**config.mk**
```make
export PLATFORM = sky130hd
export DESIGN_NAME = smc_seq_ctrl
export DESIGN_NICKNAME = d
export VERILOG_FILES = /design/src/rtl/smc_seq_ctrl.sv
export SDC_FILE = /design/constraint.sdc
export NUM_CORES = 1
export LEC_CHECK = 0
export ABC_AREA = 1
export BUFFER_PORTS_ARGS = -buffer_cell sky130_fd_sc_hd__buf_2
export CAP_MARGIN = 20
export CORE_MARGIN = 2
export CORE_UTILIZATION = 50
export DETAILED_ROUTE_END_ITERATION = 6
export PLACE_DENSITY = 0.67
export SETUP_SLACK_MARGIN = 0.02
export SLEW_MARGIN = 30
export SYNTH_ARGS = -nofsm -noshare
export SYNTH_HDL_FRONTEND = slang
export SYNTH_SLANG_ARGS = --single-unit
```
**constraint.sdc**
```tcl
create_clock -name clk -period 6.7 [get_ports clk]
set_clock_uncertainty 0.05 [all_clocks]
set_input_delay 0.67 -clock clk [delete_from_list [all_inputs] [get_ports clk]]
set_output_delay 0.67 -clock clk [all_outputs]
set_load 0.01 [all_outputs]
```
**src/rtl/smc_seq_ctrl.sv**
```systemverilog
// -----------------------------------------------------------------------------
// smc_seq_ctrl
//
// Sequential front-end and scheduler for the MOSFET current/transconductance
// scoring datapath. Six transistor descriptors (W, V_GS, V_DS) arrive serially.
// One shared evaluator computes drain current I and transconductance g for
// each beat. A running top-3 inserter keeps the three selected keys, and a
// one-cycle CALC step turns them into a weighted 10-bit score.
//
// Handshakes (both sides): a transfer happens on a rising clk edge where
// valid && ready are both high. out_valid, once raised, is held with out_n
// stable until out_ready is seen. in_valid while in_ready=0 is ignored.
//
// Optional feature macro: SMC_SEQ_TIMEOUT_EN
//   When defined, a job stalled in LOAD for TIMEOUT consecutive beat-less
//   cycles is aborted: err pulses for one cycle and the block returns to IDLE.
//   When undefined, err is tied 0 and LOAD waits indefinitely.
//
// Ports:
//   clk        in   1   system clock, rising edge
//   rst        in   1   asynchronous active-high reset
//   in_valid   in   1   descriptor beat valid
//   in_ready   out  1   controller can accept a beat (IDLE/LOAD)
//   mode       in   2   [0]=1 current / 0 gm; [1]=1 largest 3 / 0 smallest 3
//   W          in   3   channel width
//   V_GS       in   3   gate-source voltage
//   V_DS       in   3   drain-source voltage
//   out_valid  out  1   result valid, held until accepted
//   out_ready  in   1   consumer accepts result
//   out_n      out  10  weighted score
//   busy       out  1   job in progress
//   err        out  1   one-cycle timeout abort pulse
//   dbg_state  out  2   FSM state (0 IDLE, 1 LOAD, 2 CALC, 3 OUT)
// -----------------------------------------------------------------------------
module smc_seq_ctrl #(
    parameter int N_DEV   = 6,
    parameter int TIMEOUT = 15
) (
    input  logic       clk,
    input  logic       rst,
    input  logic       in_valid,
    output logic       in_ready,
    input  logic [1:0] mode,
    input  logic [2:0] W,
    input  logic [2:0] V_GS,
    input  logic [2:0] V_DS,
    output logic       out_valid,
    input  logic       out_ready,
    output logic [9:0] out_n,
    output logic       busy,
    output logic       err,
    output logic [1:0] dbg_state
);

    localparam int CW = $clog2(N_DEV + 1);
    localparam logic [CW-1:0] LAST_BEAT = CW'(N_DEV - 1);

    localparam logic [1:0] S_IDLE = 2'd0;
    localparam logic [1:0] S_LOAD = 2'd1;
    localparam logic [1:0] S_CALC = 2'd2;
    localparam logic [1:0] S_OUT  = 2'd3;

    logic [1:0]    r_state;
    logic [CW-1:0] r_cnt;
    logic [7:0]    r_a, r_b, r_c;
    logic [1:0]    r_mode;
    logic [9:0]    r_out_n;
    logic          r_out_valid;

    logic          w_accept;
    logic [1:0]    w_mode_eff;
    logic [2:0]    w_vov;
    logic [7:0]    w_w8, w_vov8, w_vds8;
    logic [7:0]    w_i, w_g, w_key;
    logic [7:0]    w_a_ins, w_b_ins, w_c_ins;
    logic [7:0]    w_x, w_y, w_z;
    logic [9:0]    w_xd, w_yd, w_zd;
    logic [9:0]    w_score;
    logic          w_timeout;

    assign in_ready  = (r_state == S_IDLE) || (r_state == S_LOAD);
    assign busy      = (r_state != S_IDLE);
    assign out_valid = r_out_valid;
    assign out_n     = r_out_n;
    assign dbg_state = r_state;
    assign w_accept  = in_valid && in_ready;

    // The first beat uses the live mode input; later beats use the latched copy.
    assign w_mode_eff = (r_state == S_IDLE) ? mode : r_mode;

    // Shared evaluator. All operands are 8 bits wide so every product and
    // difference is computed mod 256, which is exactly the required truncation.
    assign w_vov  = V_GS - 3'd1;
    assign w_w8   = {5'd0, W};
    assign w_vov8 = {5'd0, w_vov};
    assign w_vds8 = {5'd0, V_DS};

    always_comb begin
        w_i = 8'd0;
        w_g = 8'd0;
        if (w_vov > V_DS) begin
            // triode
            w_i = w_w8 * ((8'd2 * w_vov8 * w_vds8) - (w_vds8 * w_vds8));
            w_g = 8'd2 * w_w8 * w_vds8;
        end else begin
            // saturation
            w_i = w_w8 * w_vov8 * w_vov8;
            w_g = 8'd2 * w_w8 * w_vov8;
        end
    end

    // Inverting the key for "smallest three" lets one largest-first inserter
    // serve both selection directions.
    always_comb begin
        w_key = w_mode_eff[0] ? w_i : w_g;
        if (!w_mode_eff[1]) begin
            w_key = ~w_key;
        end
    end

    // Sorted insert into a >= b >= c. Strict compares keep equal keys in
    // arrival order.
    always_comb begin
        w_a_ins = r_a;
        w_b_ins = r_b;
        w_c_ins = r_c;
        if (w_key > r_a) begin
            w_a_ins = w_key;
            w_b_ins = r_a;
            w_c_ins = r_b;
        end else if (w_key > r_b) begin
            w_b_ins = w_key;
            w_c_ins = r_b;
        end else if (w_key > r_c) begin
            w_c_ins = w_key;
        end
    end

    // Un-inverting reverses the order, so for smallest-three the descending
    // triple is (~c, ~b, ~a).
    assign w_x = r_mode[1] ? r_a : ~r_c;
    assign w_y = r_mode[1] ? r_b : ~r_b;
    assign w_z = r_mode[1] ? r_c : ~r_a;

    assign w_xd = {2'b00, w_x} / 10'd3;
    assign w_yd = {2'b00, w_y} / 10'd3;
    assign w_zd = {2'b00, w_z} / 10'd3;

    assign w_score = r_mode[0] ? ((10'd3 * w_xd) + (10'd4 * w_yd) + (10'd5 * w_zd))
                               : (w_xd + w_yd + w_zd);

`ifdef SMC_SEQ_TIMEOUT_EN
    localparam int TW = $clog2(TIMEOUT + 1);

    logic [TW-1:0] r_idle;
    logic          r_err;

    // Fires on the edge that ends the TIMEOUT-th consecutive beat-less cycle.
    assign w_timeout = (r_state == S_LOAD) && !w_accept && (r_idle == TW'(TIMEOUT - 1));
    assign err       = r_err;

    always_ff @(posedge clk or posedge rst) begin
        if (rst) begin
            r_idle <= '0;
            r_err  <= 1'b0;
        end else begin
            r_err <= w_timeout;
            if ((r_state != S_LOAD) || w_accept || w_timeout) begin
                r_idle <= '0;
            end else begin
                r_idle <= r_idle + TW'(1);
            end
        end
    end
`else
    logic w_unused_timeout;

    assign w_unused_timeout = (TIMEOUT > 0);
    assign w_timeout        = 1'b0;
    assign err              = 1'b0;
`endif

    always_ff @(posedge clk or posedge rst) begin
        if (rst) begin
            r_state     <= S_IDLE;
            r_cnt       <= '0;
            r_a         <= 8'd0;
            r_b         <= 8'd0;
            r_c         <= 8'd0;
            r_mode      <= 2'd0;
            r_out_n     <= 10'd0;
            r_out_valid <= 1'b0;
        end else begin
            case (r_state)
                S_IDLE: begin
                    if (w_accept) begin
                        r_mode  <= mode;
                        r_a     <= w_a_ins;
                        r_b     <= w_b_ins;
                        r_c     <= w_c_ins;
                        r_cnt   <= CW'(1);
                        r_state <= S_LOAD;
                    end
                end
                S_LOAD: begin
                    if (w_accept) begin
                        r_a   <= w_a_ins;
                        r_b   <= w_b_ins;
                        r_c   <= w_c_ins;
                        r_cnt <= r_cnt + CW'(1);
                        if (r_cnt == LAST_BEAT) begin
                            r_state <= S_CALC;
                        end
                    end else if (w_timeout) begin
                        r_a     <= 8'd0;
                        r_b     <= 8'd0;
                        r_c     <= 8'd0;
                        r_cnt   <= '0;
                        r_state <= S_IDLE;
                    end
                end
                S_CALC: begin
                    r_out_n     <= w_score;
                    r_out_valid <= 1'b1;
                    r_state     <= S_OUT;
                end
                S_OUT: begin
                    if (out_ready) begin
                        r_out_valid <= 1'b0;
                        r_a         <= 8'd0;
                        r_b         <= 8'd0;
                        r_c         <= 8'd0;
                        r_cnt       <= '0;
                        r_state     <= S_IDLE;
                    end
                end
                default: begin
                    r_state <= S_IDLE;
                end
            endcase
        end
    end

endmodule

```
==> results.md <==
* Outcome: complete, but fails checks
* Violated checks: negative setup slack
* Cts hold-fix bufs at 0
* Drt wl/cell at 13.65 microns
* CP max-delay cell: fa_1
* Commonest cells after routing, fill and taps aside: inv_1 (213), nand2_1 (209), ha_1 (96), buf_4 (83), nor2_1 (78)
* Worst-case reg-to-reg path depth at 42
* Final Setup Violations at 24
* Vias in the first global route at 6786
* Drt total wl at 18790 microns
* Initial Util at 0.5116
* Slew Limit Fails at 0
* Dpl cells at 1340
* Initial antenna violation count at 0
* Largest net degree at the start of global routing at 43
* Post-Syn Area at 7436 sq um
* Gpl congestion at 0.8971
* Skew-Pair Late Insertion Delay at 0.30 ns
* Count of cell types in the netlist at 51
* Antenna-violating nets left at 0
* Top cells by area, synth: ha_1 (18%), dfrtp_1 (14%), fa_1 (12%)
* Yosys warns at 0
* Post-synth EDFFs at 0
* Site Rows at 44
* CTS root buffer: clkbuf_16
* Clock Path Buffers at 2
* DR vias at 7113
* Core area at 14530 sq um
* Synthesized flop and latch total at 42
* Slew Limit Headroom at 0.4533
* ANT cells at 0
* FMAX at 144.3 MHz
* Die area at 15860 sq um
* H-tree depth at 2
* Fin nets at 1355
* Fin crit period at 6.930 ns
* Synth async-reset ratio at 1.000
* Die H at 126.0 microns
* Final worst slack at -0.2304 ns
* DRC at 0
* First-pass GRT wire length at 31910 microns
* Total gr overflow at 0
* Delay-heaviest family, CP: adder cells
* Die Span X at 126.0 microns
* Most used cell, CP: nand2_2
* Area growth syn-to-layout at 22.40%
* Post-synth top area cell: ha_1
* Syn nets at 1247
* HPWL after DPL at 15290 microns
* Critical Path Max Stage Delay at 0.52 ns
* Crit-path max FO at 7
* Io pins at 31
* Unrepaired setup endpoints after global routing: true
* Via/cell ratio at 5.169
* DRT iter0 DRCs at 504
* Clk pin slew, worst setup/hold paths at 0.07 ns
* Critical Path AT at 7.10 ns
* Share of layout cells above drive strength 1 at 0.2424
* CTS tree: done
* Seq/Total Area, Yosys at 0.1413
* Crit path buf inv count at 11
* Syn_area_per_cell at 6.866 sq um
* Pre-CTS WS at -0.6732 ns
* CP Launch Type: input pin
* Final count of hold timing violations at 0
* Synth Instances at 1083
* Most common cell after layout, fill and taps aside: inv_1
* Total GRT Usage at 0.2421
* Sinks on Clock Net at 42
* Critical Path RT at 6.87 ns
* Tcrit/Tclk final at 1.034
* Num CTS Buffers at 5
* Hold Crit Class: input pin to asynchronous set/reset pin
* I/O Buffers at 29
* Yosys top cell area share at 0.1784
* Post-synth top flop: dfrtp_1
* Fin cells at 1376
* Max-Cap Viols at 0
* Slew @ Worst Pin at 0.8155 ns
* Crit end category: register
* WS Path Type: input pin to register
* 1st-pass router iterations at 5
* Worst path depth at 49
[metrics by stage]
step                      utilization  area, sq um  TNS, ns  hold slack (ns)
final                          0.6262         9101   -4.303           0.4282
after detailed placement       0.5751         8358   -13.60           0.4133
after global placement         0.5751         8358   -10.79           0.4078
after floorplan                     -         7619   -4.253           0.3973
after CTS                      0.6030         8765   -2.780           0.4302
after global routing           0.6262         9101   -12.70           0.4545
[layer usage]
layer,GRT usage,wire length [microns],vias to the layer above
met5,0,0,-
met4,0.04913,255,0
met3,0.02294,753,17
met2,0.4020,8796,141
met1,0.3457,8980,3302
li1,-,-,3653
[path summary, 6_finish.rpt]
check / from / to / slack, ns
min in group clk: out_n[9] / out_n[9] / 0.43
hold / removal: rst / r_cnt[1] / 0.43
setup reg to reg: r_mode[1] / out_n[8] / 0.47
setup / recovery: V_GS[0] / r_c[7] / -0.23
hold reg to reg: out_n[9] / out_n[9] / 0.43
max in group asynchronous: rst / r_mode[1] / 5.66
[timing repair]
item / in CTS / in global routing
buffers inserted: 15 / 14
pin swaps: 18 / 38
setup endpoints to repair: 24 / 28
gates resized for setup: 33 / 57
[cells in the mapped netlist (4+ instances only)]
cell type  count
nand2_2       25
inv_2          9
a31oi_1        9
xnor2_1        9
fa_1          43
clkbuf_1      11
o21ai_0       58
inv_1        229
nand2_1      229
or2_2          7
o21ai_1       12
a21oi_1       45
o21ai_2       12
xor2_1        12
nor2_2         5
o21bai_1       8
o22ai_1       25
nor2_1        80
dfrtp_1       42
nand4_1        7
nand3_1       52
nor3_1         4
ha_1         106
[flip-flops by register name, indices dropped and copies added (netlist names)]
name and count:
r_mode 2, out_valid 1, out_n 10, r_cnt 3, r_c 8, r_b 8
r_a 8, dbg_state 2
[layout make-up]
cell class	instances	area (sq um)
clock buffer	5	125.1
clock inverter	3	25.02
fill	1318	5433
inverter	241	929.6
multi-input combinational	783	5893
sequential	42	1052
tap	184	230.2
timing repair buffer	118	845.8
[worst register-to-register path, delay by kind of cell, from the launching register on]
kind,cells,cell delay [ns]
simple gates,17,1.52
flops,1,0.47
fa+ha+maj,7,2.23
compound gates,7,0.94
buf+inv,11,0.90
[cells by family after synthesis]
logic type / synth area share
compound gates: 0.1536
xor+xnor: 0.02911
fa+ha+maj: 0.2941
buf+inv: 0.1353
flops: 0.1413
mux: 0.001346
other cells: 0.0005043
simple gates: 0.2447
Power is left out: the tool's default activity adds up to more than one toggle a clock period on the data nets, which glitch-free logic cannot reach.
